**src/rtl/clk_div_pkg.sv**
```systemverilog
// Shared types and helpers for the programmable clock divider.
// The state enum, the smallest legal divisor and the high-phase length function live here.
package clk_div_pkg;

    typedef enum logic [1:0] {
        IDLE     = 2'd0,
        RUN      = 2'd1,
        STOPPING = 2'd2
    } state_t;

    localparam int MIN_DIV = 2;

    // Number of high cycles in one period: ceil(n/2).
    function automatic logic [31:0] half_hi(input logic [31:0] n);
        return (n + 32'd1) >> 1;
    endfunction

endpackage

```
**src/rtl/clk_div_cnt.sv**
```systemverilog
// Period counter for the programmable divider.
// Produces the wrap flag and the registered high-phase (pos_q) and period-start (tick) outputs.
module clk_div_cnt
    import clk_div_pkg::*;
#(
    parameter int WIDTH = 8
) (
    input  logic             clk,
    input  logic             reset,
    input  logic             active,
    input  logic [WIDTH-1:0] cur_div,
    output logic             wrap,
    output logic             pos_q,
    output logic             tick
);

    logic [WIDTH-1:0] cnt_reg;
    logic [WIDTH-1:0] cnt_next;
    logic [WIDTH-1:0] last_cnt;
    logic             pos_next;
    logic             tick_next;

    // cur_div is at least 2, so subtracting one cannot wrap below zero.
    assign last_cnt = cur_div - WIDTH'(1);
    assign wrap     = active && (cnt_reg == last_cnt);

    always_comb begin
        cnt_next  = cnt_reg;
        pos_next  = 1'b0;
        tick_next = 1'b0;
        if (!active || wrap) begin
            cnt_next = '0;
        end else begin
            cnt_next = cnt_reg + WIDTH'(1);
        end
        if (active) begin
            pos_next  = (32'(cnt_reg) < half_hi(32'(cur_div)));
            tick_next = (cnt_reg == '0);
        end
    end

    always_ff @(posedge clk or negedge reset) begin
        if (!reset) begin
            cnt_reg <= '0;
            pos_q   <= 1'b0;
            tick    <= 1'b0;
        end else begin
            cnt_reg <= cnt_next;
            pos_q   <= pos_next;
            tick    <= tick_next;
        end
    end

endmodule

```
**src/rtl/clk_div_prog.sv**
```systemverilog
// Runtime-programmable integer clock divider with boundary-aligned divisor updates
// and start/stop, plus an optional half-cycle stage for 50% duty on odd divisors.
module clk_div_prog
    import clk_div_pkg::*;
#(
    parameter int WIDTH       = 8,
    parameter int DEFAULT_DIV = 8,
    parameter bit ODD50       = 1'b0
) (
    input  logic             clk,
    input  logic             reset,
    input  logic             en,
    input  logic             div_load,
    input  logic [WIDTH-1:0] div_in,
    output logic             div_pending,
    output logic             div_err,
    output logic [WIDTH-1:0] cur_div,
    output logic             running,
    output logic             tick,
    output logic             out_clk
);

    state_t           state_reg;
    state_t           state_next;
    logic [WIDTH-1:0] cur_div_reg;
    logic [WIDTH-1:0] pend_div_reg;
    logic             pending_reg;
    logic             err_reg;
    logic             active;
    logic             wrap;
    logic             pos_q;
    logic             start;
    logic             apply;
    logic             load_ok;
    logic             load_bad;

    assign active = (state_reg != IDLE);
    assign start  = (state_reg == IDLE) && en;

    always_comb begin
        state_next = state_reg;
        case (state_reg)
            IDLE: begin
                if (en) state_next = RUN;
            end
            RUN, STOPPING: begin
                // A stop request only retires the block once the current period ends.
                if (wrap) state_next = en ? RUN : IDLE;
                else      state_next = en ? RUN : STOPPING;
            end
            default: state_next = IDLE;
        endcase
    end

    always_ff @(posedge clk or negedge reset) begin
        if (!reset) state_reg <= IDLE;
        else        state_reg <= state_next;
    end

    assign load_ok  = div_load && (div_in >= WIDTH'(MIN_DIV));
    assign load_bad = div_load && !load_ok;
    assign apply    = pending_reg && (wrap || start);

    // A fresh load wins over clearing pending, so a load on a wrap cycle waits one period.
    always_ff @(posedge clk or negedge reset) begin
        if (!reset) begin
            cur_div_reg  <= WIDTH'(DEFAULT_DIV);
            pend_div_reg <= '0;
            pending_reg  <= 1'b0;
            err_reg      <= 1'b0;
        end else begin
            err_reg <= load_bad;
            if (apply) cur_div_reg <= pend_div_reg;
            if (load_ok) begin
                pend_div_reg <= div_in;
                pending_reg  <= 1'b1;
            end else if (apply) begin
                pending_reg <= 1'b0;
            end
        end
    end

    clk_div_cnt #(
        .WIDTH (WIDTH)
    ) u_cnt (
        .clk     (clk),
        .reset   (reset),
        .active  (active),
        .cur_div (cur_div_reg),
        .wrap    (wrap),
        .pos_q   (pos_q),
        .tick    (tick)
    );

    generate
        if (ODD50) begin : g_odd50
            logic neg_q;
            // For even divisors neg_q parks high, so the AND gate passes pos_q untouched.
            always_ff @(negedge clk or negedge reset) begin
                if (!reset) neg_q <= 1'b0;
                else        neg_q <= pos_q | ~cur_div_reg[0];
            end
            assign out_clk = pos_q & neg_q;
        end else begin : g_plain
            assign out_clk = pos_q;
        end
    endgenerate

    assign div_pending = pending_reg;
    assign div_err     = err_reg;
    assign cur_div     = cur_div_reg;
    assign running     = active;

endmodule
```
**config.mk**
```make
export PLATFORM = sky130hd
export DESIGN_NAME = clk_div_prog
export DESIGN_NICKNAME = d
export VERILOG_FILES = /design/src/rtl/clk_div_pkg.sv /design/src/rtl/clk_div_cnt.sv /design/src/rtl/clk_div_prog.sv
export SDC_FILE = /design/constraint.sdc
export NUM_CORES = 1
export LEC_CHECK = 0
export ABC_CLOCK_PERIOD_IN_PS = 3200
export CAP_MARGIN = 20
export CORE_MARGIN = 2
export CORE_UTILIZATION = 50
export DETAILED_ROUTE_END_ITERATION = 10
export PLACE_DENSITY = 0.75
export SLEW_MARGIN = 20
export SYNTH_ARGS = -nofsm -noshare
export SYNTH_HDL_FRONTEND = slang
export SYNTH_HIERARCHICAL = 1
export SYNTH_SLANG_ARGS = --single-unit
```
**constraint.sdc**
```tcl
create_clock -name clk -period 3.2 [get_ports clk]
set_clock_uncertainty 0.1 [all_clocks]
set_input_delay 0.48 -clock clk [delete_from_list [all_inputs] [get_ports clk]]
set_output_delay 0.48 -clock clk [all_outputs]
set_load 0.01 [all_outputs]
```
== Yosys cells after proc, flatten, opt, wreduce, memory -nomap -nowiden ==
Cells that the tools add are included.
Operators by class
  $add $sub $neg: 3
  order comparisons: 2
  equality and inequality tests: 4
  mux-type cells: 10
  reductions and logical operators: 14
Operators with widths (count)
  < comparator 8 x 31 -> 1 bit: 1
  adder 8 x 1 -> 9 bit, second input constant: 1
  adder 8 x 1 -> 8 bit, second input constant: 1
  equality test 8 bit: 1
  >= comparator 8 x 2 -> 1 bit, second input constant: 1
  zero test 8 bit: 1
  two-way mux 8 bit: 1
  subtractor 8 x 1 -> 8 bit, second input constant: 1
  two-way mux 2 bit: 3
  logical AND 1 bit: 5
  two-way mux 1 bit: 5
  one-hot mux 2 bit (2 select lines): 1
  nonzero test 2 bit: 2
  equality test 2 x 1 -> 1 bit, second input constant: 1
  equality test 2 bit, second input constant: 1
  zero test 1 bit: 2
  zero test 2 bit: 1
  logical OR 1 bit: 2
  != test 2 bit, second input constant: 1
  OR reduction 2 bit: 1
Storage, ports and cells
  flip-flop bits (word level): 30
  input bits: 12

== Logic depth before layout (Yosys ltp) ==
Gate-level depths: netlist of the first run.
  depth after elaboration: 7
  depth in mapped cells: 12
  mapped depth without buffers: 10

== By module ==
The synthesis of the first run kept the hierarchy.
By module, submodules not included
  clk_div_cnt: instances 1, cells each 115, area an instance 1057.3 sq um, seq. area each 250.2 sq um
  clk_div_prog: instances 1, cells each 57, area an instance 815.8 sq um, seq. area each 501.7 sq um

== Worst setup path before layout of the first run ==
OpenSTA, ideal clock, no wires.
  path type: reg2reg
  start: register cur_div_reg[0] (netlist: cur_div[0])
  end: register cur_div_reg[0] (netlist: cur_div[0])
  library setup time: 0.125 ns
  arrival time: 2.609 ns
  required time: 2.975 ns
  setup slack: 0.367 ns
  stages on the path, launching flop included: 13
  path buffers: 2
  period minus slack after synthesis: 2.833 ns
  cells stage by stage: dfrtp_1 -> buf_2 -> inv_1 -> ha_1 -> clkbuf_1 -> nor2_1 -> and4_2 -> a211oi_2 -> mux2i_4 -> and3_1 -> a21o_1 -> nand2_1 -> mux2_2
Between the ends
  word-level cells in the longest chain between the ends: 5
Ends and longest elaborated chain
  start, declared: line clk_div_prog.sv:25  | logic [WIDTH-1:0] cur_div_reg;
  start signal, assigned: line clk_div_prog.sv:67  | cur_div_reg <= WIDTH'(DEFAULT_DIV);
  start signal, assigned: line clk_div_prog.sv:73  | if (apply) cur_div_reg <= pend_div_reg;
  subtractor 8 x 1 -> 8 bit: line clk_div_cnt.sv:24  | assign last_cnt = cur_div - WIDTH'(1);
  equality test 8 bit: line clk_div_cnt.sv:25  | assign wrap = active && (cnt_reg == last_cnt);
  logical AND 1 bit: line clk_div_cnt.sv:25
  via wrap: line clk_div_prog.sv:30  | logic wrap;
  logical OR 1 bit: line clk_div_prog.sv:62  | assign apply = pending_reg && (wrap || start);
  logical AND 1 bit: line clk_div_prog.sv:62
The timed path passes the listed nets, and every way through them passes these cells.
A chain may end at the register's enable or synchronous reset.

== Worst setup path after layout of the first run ==
  start: register cur_div_reg[0] (netlist: cur_div[0])
  end: register cur_div_reg[4] (netlist: cur_div[4])
Same word-level chain as after synthesis.

==> results of run 1 <==
power breakdown:
part | total, W | internal [W] | switching, W
Clock | 0.000283 | 0.000154 | 0.000129
Combinational | 0.000995 | 0.000494 | 0.000501
Sequential | 0.000646 | 0.000484 | 0.000162
Total | 0.00192 | 0.00113 | 0.000792
synth_stat cells (all sizes together), types with 4 or more instances:
cell / n
a31oi: 5
nor4: 4
nand3: 7
a22o: 7
ha: 13
xnor2: 11
nor2: 8
inv: 12
mux2: 9
a211oi: 11
nand2: 7
dfrtp: 29
xor2: 11
cells in the final DEF, fill, tap and decap left out, types with 8 or more instances in the layout:
cell	netlist	routed
mux2_2	8	8
nor2_1	8	8
ha_1	13	13
xnor2_1	11	11
xor2_1	10	10
dfrtp_1	29	29
a211oi_1	10	10
clkdlybuf4s50_1	0	24
inv_1	12	12
worst paths after layout:
check	to	slack (ns)	cells past startpoint
setup / recovery	cur_div[4]$_DFFE_PN0P_	0.35	10
hold / removal	pend_div_reg[5]$_DFFE_PN0P_	0.39	1
setup reg to reg	cur_div[4]$_DFFE_PN0P_	0.35	10
hold reg to reg	pend_div_reg[5]$_DFFE_PN0P_	0.39	1
max in group asynchronous	cur_div[3]$_DFFE_PN1P_	2.21	2
min in group asynchronous	u_cnt/cnt_reg[0]$_DFF_PN0_	0.48	2
per-stage QoR:
stage                     cells  instance area [um^2]
final                       249                  2240
after global routing        249                  2240
after CTS                   249                  2240
after detailed placement    241                  2160
after global placement      241                  2160
after floorplan             172                  1870
routing by layer:
metal,vias up,wire (um),GRT usage
met3,11,189,0.0685
met4,0,133,0.125
met5,-,0,0
met2,34,1670,0.309
met1,640,1830,0.271
li1,683,-,-
final cells by class:
type	count	share of cell area
Tap cell	48	0.0268
Multi-Input combinational cell	123	0.463
Inverter	13	0.0218
Timing Repair Buffer	27	0.117
Sequential cell	30	0.335
Clock buffer	8	0.0357
cell families after synthesis:
family                     count (synthesis)
DFF                                       30
AOI/OAI and AO/OA                         36
xor gates and xnor gates                  22
muxes                                     10
adders and majority gates                 13
buffers and inverters                     19
and+or+nand+nor                           42
worst reg2reg max path, delay by kind of cell (launching register included):
| family | cells | cell delay [ns] |
|---|---|---|
| DFF | 1 | 0.38 |
| buffers and inverters | 1 | 0.07 |
| and+or+nand+nor | 4 | 0.83 |
| muxes | 2 | 0.55 |
| adders and majority gates | 1 | 0.35 |
| AOI/OAI and AO/OA | 2 | 0.45 |
==> results.ini, run 1 <==
[timing]
rsz0062_at_grt = no
hold_violations = 0
setup_tns_ns = 0
drv_slew = 0
tightest_slew_ns = 0.573
period_share = 0.891
fmaxAchievable_mhz = 351
max_slew_margin = 0.617
setup_slack_ns = 0.350
whs_ns = 0.387
period_needed_ns = 2.85
finalSetupViolCount = 0

[global_route]
grt_usage = 0.211
grt_pass1_wl_mm = 6.69
antenna_found_initial = 0
grt_pass1_vias = 1468
grt_max_degree = 31
grt_overflow = 0

[pwr]
pwr_density_cell_nw_per_um2 = 858
p_leak_nw = 0.964
power.total_w = 0.00192
peakVddDrop_mv = 0.496

[worst_hold_path]
hold_class = reg -> reg
holdCritStartpoint = pend_div_reg[5]$_DFFE_PN0P_

[final_layout]
area_growth_pct = 19.8
fill_cells = 307
utilization = 0.617
fin_nets = 225
antennaDiodeCount = 0
multi_input_area_um2 = 1040
layout-drive-gt1-share = 0.139
ff_latch_area_um2 = 752

[place]
pre_cts_slack_ns = 0.424
gp_congestion = 0.854
io_buffers = 24
dp.final_hpwl_mm = 2.85

[yosys]
synthMuxAreaShare = 0.0681
syn-num-nets = 197
synth-xor-area-share = 0.107
synth_cell_types = 42
synth.area.top_cells = dfrtp_1, ha_1, xnor2_1
synth_edf_count = 0
syn-instance-count = 172
yosys.area.top_type = dfrtp_1
yosysTopAreaCellShare = 0.387
synth_area_um2 = 1870
ys_ff_latch = 30
syn_area_per_cell_um2 = 10.9
ys_async_sr_fraction = 1.00
synth_top_family_by_area = compound AO/OA/AOI/OAI gates
synth_warnings = 6
seq_area_frac_synth = 0.401
yosys_most_used_dff = dfrtp_1
synth-simple-area-share = 0.137
synth_compound_area_frac = 0.156
synthAdderAreaFrac = 0.0868

[clock_tree]
clkLatencyLatePin_ns = 0.28
cts_tree = done
postCtsResizedCells = 0
clk_pin_slew_ns = 0.06
root_buffer = clkbuf_8
htree_levels = 2
postCtsHoldBufs = 0
numClockSinks = 30
cts_buffers = 5
post_cts_buffers = 0
cts_buffer_depth = 2

[floorplan]
coreArea_um2 = 3630
io_pins = 25
num_rows = 22
fp.dieW_um = 65.2
die_y_um = 65.2
start_util = 0.515
die-area_um2 = 4250

[detailed_routing]
drtAntennaViolNets = 0
num_vias = 1368
drt_iter0_markers = 41
drcViolationCount = 0
routed_wl_mm = 3.82
firstDrtPassIters = 4
viasPerCell = 5.49
post_drt_wl_per_cell_um = 15.3

[setup_path]
path_max_fanout = 9
r2r_start = cur_div[0]$_DFFE_PN0P_
crit_family = simple AND/OR/NAND/NOR gates
crit_chain = inv_1 -> ha_1 -> nor2_1 -> and4_2 -> a211oi_2 -> mux2i_4 -> and3_1 -> a21o_1 -> nand2_1 -> mux2_2
crit_buf_inv = 1
crit_start = cur_div[0]$_DFFE_PN0P_
slowest_stage = dfrtp_1
critical_path_class = reg -> reg
cp-start-kind = flip-flop
end_kind = flip-flop
cpPeakStageDelay_ns = 0.38
arrival_ns = 2.91
cp.required_ns = 3.26

[outcome]
status = finished clean

[job]
maxCapViolCount = 0

(Power assumes the default switching activity.)
==> inputs of run 2 (changes only) <==
--- a/config.mk
+++ b/config.mk
@@ -8,9 +8,9 @@
 export ABC_CLOCK_PERIOD_IN_PS = 3200
 export CAP_MARGIN = 20
 export CORE_MARGIN = 2
-export CORE_UTILIZATION = 50
+export CORE_UTILIZATION = 55
 export DETAILED_ROUTE_END_ITERATION = 10
-export PLACE_DENSITY = 0.75
+export PLACE_DENSITY = 0.81
 export SLEW_MARGIN = 20
 export SYNTH_ARGS = -nofsm -noshare
 export SYNTH_HDL_FRONTEND = slang
==> run 2 against run 1 <==
Against the previous run: final area decreased by 0.50%; core utilization rose by 5.7 points; global-route usage grew 3.8 points; largest power group unchanged; critical endpoint unchanged; flip-flop and latch count unchanged; sequential power rose by 0.6%; fmax increased by 3.3%; routed wire length grew 8.8%.
==> results.ini, run 2 (synthesis gave the netlist of run 1 again) <==
[floorplan]
io_pins = 25  ; unchanged
fp.dieW_um = 62.4  ; -4.4%
die-area_um2 = 3890  ; -8.6%
start_util = 0.566  ; +0.0503
num_rows = 21  ; -4.5%
die_y_um = 62.4  ; -4.4%
coreArea_um2 = 3310  ; -8.9%

[global_route]
antenna_found_initial = 0  ; unchanged
grt_busiest_layer = met2
grt_overflow = 0  ; unchanged
grt_use_met1 = 0.299  ; +0.0273
grt_pass1_wl_mm = 7.34  ; +9.8%
grt_usage = 0.249  ; +0.0379
grt_pass1_vias = 1530  ; +4.2%
grt_max_degree = 31  ; unchanged
grtUsageMet2 = 0.417  ; +0.108
met3_usage = 0.0725  ; +0.00397

[place]
placedCellCount = 240  ; -0.41%
pre_cts_slack_ns = 0.470  ; +0.0461 ns
gp_congestion = 0.815  ; -4.6%
io_buffers = 24  ; unchanged
dp.final_hpwl_mm = 3.14  ; +10%

[clock_tree]
root_buffer = clkbuf_4
clk_pin_slew_ns = 0.10  ; +0.04 ns
cts_buffer_depth = 2  ; unchanged
clkLatencyLatePin_ns = 0.33  ; +0.05 ns
postCtsHoldBufs = 0  ; unchanged
htree_levels = 2  ; unchanged
postCtsResizedCells = 0  ; unchanged
numClockSinks = 30  ; unchanged
cts_tree = done
cts_buffers = 5  ; unchanged
post_cts_buffers = 0  ; unchanged

[setup_path]
path_max_fanout = 9  ; unchanged
r2r_start = cur_div[0]$_DFFE_PN0P_
arrival_ns = 2.89  ; -0.02 ns
critical_path_class = reg -> reg
end_kind = flip-flop
cp-start-kind = flip-flop
cp.required_ns = 3.33  ; +0.07 ns
crit_start = cur_div[0]$_DFFE_PN0P_

[timing]
rsz0062_at_grt = no
drv_slew = 0  ; unchanged
hold_violations = 0  ; unchanged
tightest_slew_ns = 0.596  ; +0.0236 ns
setup_slack_ns = 0.441  ; +0.0907 ns
whs_ns = 0.412  ; +0.0256 ns
period_needed_ns = 2.76  ; -0.0907 ns
finalSetupViolCount = 0  ; unchanged
fmaxAchievable_mhz = 362  ; +3.3%
period_share = 0.862  ; -0.0284
setup_tns_ns = 0  ; unchanged
max_slew_margin = 0.601  ; -0.0158

[final_layout]
layout_common_cells = dfrtp_1, clkdlybuf4s50_1, ha_1, inv_1, xnor2_1
fill_cells = 274  ; -11%
area_growth_pct = 19.2
multi_input_area_um2 = 1040  ; unchanged
ff_latch_area_um2 = 752  ; unchanged
layout-drive-gt1-share = 0.158  ; +0.0191
fin_cells = 248  ; -0.40%
layout_commonest_cell = dfrtp_1
antennaDiodeCount = 0  ; unchanged
fin_nets = 226  ; +0.44%

[detailed_routing]
firstDrtPassIters = 4  ; unchanged
drt_iter0_markers = 158  ; +290%
viasPerCell = 5.72  ; +4.1%
num_vias = 1418  ; +3.7%
post_drt_wl_per_cell_um = 16.8  ; +9.2%
drcViolationCount = 0  ; unchanged
drtAntennaViolNets = 0  ; unchanged
routed_wl_mm = 4.16  ; +8.8%

[pwr]
comb_power_share = 0.531  ; +0.014
p_sw_frac = 0.426  ; +0.0141
power_switching_w = 0.000807  ; +1.9%
pwr_density_cell_nw_per_um2 = 849  ; -0.96%
internal-power_w = 0.00109  ; -3.8%
peakVddDrop_mv = 0.416  ; -16%
p_leak_nw = 0.964  ; about the same
pwr-share-seq = 0.343  ; +0.007
clkPwrFrac = 0.126  ; -0.021

[worst_hold_path]
holdCritStartpoint = pend_div_reg[6]$_DFFE_PN0P_
hold_class = reg -> reg

[job]
maxCapViolCount = 0  ; unchanged

[outcome]
status = finished clean

-- run 2: changes by cell type in the layout (fill, tap and decap cells not counted), sizes merged --
cell / delta
clkinvlp: +1
buf: +1
clkinv: +1
clkbuf: -2
-- run 2: critical path, stage by stage (launching register included) --
cell and delay (ns):
dfrtp_1 0.39, inv_1 0.06, ha_1 0.35, nor2_1 0.07, and4_2 0.24, a211oi_2 0.26, mux2i_4 0.15, and3_1 0.22
a21o_1 0.16, nand2_1 0.26, mux2_2 0.38
-- run 2: routing by layer --
| layer | wire, um | vias to the layer above | part of all wire |
|---|---|---|---|
| met1 | 1800 | 690 | 0.43 |
| li1 | - | 677 | - |
| met3 | 233 | 4 | 0.056 |
| met5 | 0 | - | 0 |
| met4 | 40 | 0 | 0.0096 |
| met2 | 2080 | 47 | 0.50 |
-- run 2: per-stage QoR --
step           power, W  instance area [um^2]   util
2_1_floorplan   0.00130                  1870      -
4_1_cts         0.00190                  2230  0.674
3_3_place_gp    0.00159                  2170  0.655
5_1_grt         0.00205                  2230  0.674
6_report        0.00190                  2230  0.674
3_5_place_dp    0.00165                  2170  0.655
-- run 2: layout make-up --
cell class,instances,share of cell area
Inverter,13,0.0219
Sequential cell,30,0.337
Clock inverter,2,0.00561
Tap cell,46,0.0258
Multi-Input combinational cell,123,0.466
Clock buffer,6,0.0230
Timing Repair Buffer,28,0.121
-- run 2: worst paths after layout --
path	end	slack, ns	cells after the start
min in group asynchronous	pend_div_reg[5]$_DFFE_PN0P_	0.42	2
min reg2reg	pend_div_reg[6]$_DFFE_PN0P_	0.41	1
max reg2reg	cur_div[4]$_DFFE_PN0P_	0.44	10
min	pend_div_reg[6]$_DFFE_PN0P_	0.41	1
max	cur_div[4]$_DFFE_PN0P_	0.44	10
max in group asynchronous	cur_div[3]$_DFFE_PN1P_	2.27	2
-- run 2: power groups by stage --
| stage | combinational [W] | clock [W] | sequential (W) |
|---|---|---|---|
| after detailed placement | 0.000996 | 0 | 0.000654 |
| after global placement | 0.000950 | 0 | 0.000643 |
| after floorplan | 0.000663 | 0 | 0.000637 |
| after CTS | 0.00101 | 0.000247 | 0.000648 |
| after global routing | 0.00111 | 0.000266 | 0.000675 |
| final | 0.00101 | 0.000238 | 0.000650 |
==> inputs of run 3 (changes only) <==
--- a/config.mk
+++ b/config.mk
@@ -5,8 +5,9 @@
 export SDC_FILE = /design/constraint.sdc
 export NUM_CORES = 1
 export LEC_CHECK = 0
-export ABC_CLOCK_PERIOD_IN_PS = 3200
+export ABC_CLOCK_PERIOD_IN_PS = 3000
 export CAP_MARGIN = 20
+export CORE_ASPECT_RATIO = 0.5
 export CORE_MARGIN = 2
 export CORE_UTILIZATION = 55
 export DETAILED_ROUTE_END_ITERATION = 10
==> constraint.sdc (replaced) <==
create_clock -name clk -period 3 [get_ports clk]
set_clock_uncertainty 0.1 [all_clocks]
set_input_delay 0.45 -clock clk [delete_from_list [all_inputs] [get_ports clk]]
set_output_delay 0.45 -clock clk [all_outputs]
set_load 0.01 [all_outputs]
==> run 3 against run 2 <==
Against the previous run: total power rose by 10%; first-iteration DRC count fell by 68%; cell count fell by 2.4%; worst setup slack got worse by 0.24 ns; critical path depth fell by 2; final area rose by 1.1%; combinational power rose by 5%; highest routed layer unchanged.
==> results.ini, run 3 (synthesis gave the netlist of run 1 again) <==
[outcome]
status = finished clean

[worst_hold_path]
hold_class = reg -> reg

[timing]
hold_violations = 0  ; unchanged
setup_tns_ns = 0  ; unchanged
tightest_slew_ns = 0.589  ; -0.00771 ns
fmaxAchievable_mhz = 357  ; -1.5%
drv_slew = 0  ; unchanged
period_share = 0.933  ; +0.0711
max_slew_margin = 0.606  ; +0.00516
period_needed_ns = 2.80  ; +0.0409 ns
finalSetupViolCount = 0  ; unchanged
rsz0062_at_grt = no

[detailed_routing]
drtAntennaViolNets = 0  ; unchanged
firstDrtPassIters = 4  ; unchanged
post_drt_wl_per_cell_um = 15.5  ; -7.6%
drt_iter0_markers = 51  ; -68%
wl_met2_mm = 1.67  ; -20%
wl_met1_mm = 1.86  ; +3.2%
viasPerCell = 5.74  ; +0.38%
routed_wl_mm = 3.75  ; -9.8%
num_vias = 1389  ; -2.0%
top_layer_used = met4
drcViolationCount = 0  ; unchanged
met3_length_um = 176  ; -24%

[clock_tree]
post_cts_buffers = 0  ; unchanged
postCtsResizedCells = 0  ; unchanged
cts_tree = done
postCtsHoldBufs = 0  ; unchanged
root_buffer = clkbuf_8
clk_pin_slew_ns = 0.07  ; -0.03 ns
numClockSinks = 30  ; unchanged
cts_buffers = 5  ; unchanged
clkLatencyLatePin_ns = 0.28  ; -0.05 ns
htree_levels = 2  ; unchanged
cts_buffer_depth = 2  ; unchanged

[final_layout]
area_growth_pct = 20.4
antennaDiodeCount = 0  ; unchanged
fin_nets = 226  ; unchanged
layout_common_cells = dfrtp_1, clkdlybuf4s50_1, ha_1, inv_1, xnor2_1
layout-drive-gt1-share = 0.158  ; unchanged
utilization = 0.724  ; +0.0493
layout_commonest_cell = dfrtp_1

[pwr]
power_switching_w = 0.000855  ; +5.9%
peakVddDrop_mv = 0.477  ; +15%
pwr-share-seq = 0.329  ; -0.014
p_sw_frac = 0.410  ; -0.0160
clkPwrFrac = 0.164  ; +0.038
p_leak_nw = 0.977  ; +1.3%
internal-power_w = 0.00123  ; +13%
comb_power_share = 0.507  ; -0.024
pwr_density_cell_nw_per_um2 = 925  ; +8.9%

[floorplan]
coreArea_um2 = 3120  ; -5.8%
fp.dieW_um = 86.5  ; +39%
start_util = 0.601  ; +0.0350
die_y_um = 45.3  ; -27%
io_pins = 25  ; unchanged
num_rows = 14  ; -33%
die-area_um2 = 3920  ; +0.74%

[global_route]
grt_max_degree = 31  ; unchanged
grt_overflow = 0  ; unchanged
grt_usage = 0.217  ; -0.0312
grt_pass1_wl_mm = 6.33  ; -14%
antenna_found_initial = 0  ; unchanged
grt_pass1_vias = 1317  ; -14%

[setup_path]
path_max_fanout = 11  ; +2
arrival_ns = 2.87  ; -0.02 ns
cp.required_ns = 3.07  ; -0.26 ns
critical_path_class = reg -> reg
cp-start-kind = flip-flop
end_kind = flip-flop

[place]
io_buffers = 24  ; unchanged
gp_congestion = 0.865  ; +6.1%
dp.final_hpwl_mm = 2.73  ; -13%

[job]
maxCapViolCount = 0  ; unchanged

-- run 3: cell types whose count changed in the layout (fill, tap and decap cells not counted) --
| cell | change |
|---|---|
| clkbuf_8 | +5 |
| clkbuf_4 | -5 |
-- run 3: path summary, 6_finish.rpt --
check / from / end / slack [ns] / cells after the start
worst max-delay path: cur_div[2]$_DFFE_PN0P_ / cur_div[1]$_DFFE_PN0P_ / 0.20 / 8
worst min-delay path: pend_div_reg[6]$_DFFE_PN0P_ / pend_div_reg[6]$_DFFE_PN0P_ / 0.40 / 1
worst max register to register: cur_div[2]$_DFFE_PN0P_ / cur_div[1]$_DFFE_PN0P_ / 0.20 / 8
worst min register to register: pend_div_reg[6]$_DFFE_PN0P_ / pend_div_reg[6]$_DFFE_PN0P_ / 0.40 / 1
max in group asynchronous: reset / cur_div[3]$_DFFE_PN1P_ / 2.04 / 2
min in group asynchronous: reset / div_pending$_DFFE_PN0P_ / 0.45 / 2
-- run 3: final cells by class --
class	instances	area, um^2
Fill cell	216	862
Sequential cell	30	752
Inverter	13	48.8
Timing Repair Buffer	28	270
Clock inverter	2	12.5
Multi-Input combinational cell	123	1040
Tap cell	40	50.0
Clock buffer	6	82.6
-- run 3: per-layer routing --
layer,GRT usage,vias to the layer above
li1,-,681
met1,0.300,668
met2,0.334,35
met3,0.0603,5
met4,0.0813,0
met5,0,-
-- run 3: per-stage QoR --
stage	hold slack (ns)	area, um^2	std cells	power, W	setup slack, ns
floorplan	0.0544	1870	172	0.00139	0.167
global placement	0.382	2160	234	0.00171	0.305
detailed placement	0.386	2160	234	0.00174	0.233
CTS	0.402	2260	242	0.00209	0.209
global route	0.417	2260	242	0.00223	0.0389
finish	0.399	2260	242	0.00209	0.200
-- run 3: worst max-delay path: stages (launching register included) --
cell and delay, ns:
dfrtp_1 0.55, nor4_4 0.44, a211oi_1 0.14, a211oi_2 0.24
mux2i_4 0.16, and3_1 0.25, a21o_1 0.17, nand2_1 0.26
mux2_2 0.38
-- run 3: power by group through the flow --
stage | sequential, W | combinational (W) | clock (W)
floorplan | 0.000679 | 0.000708 | 0
global placement | 0.000690 | 0.00102 | 0
detailed placement | 0.000691 | 0.00105 | 0
CTS | 0.000684 | 0.00106 | 0.000347
global route | 0.000705 | 0.00116 | 0.000366
finish | 0.000687 | 0.00106 | 0.000342
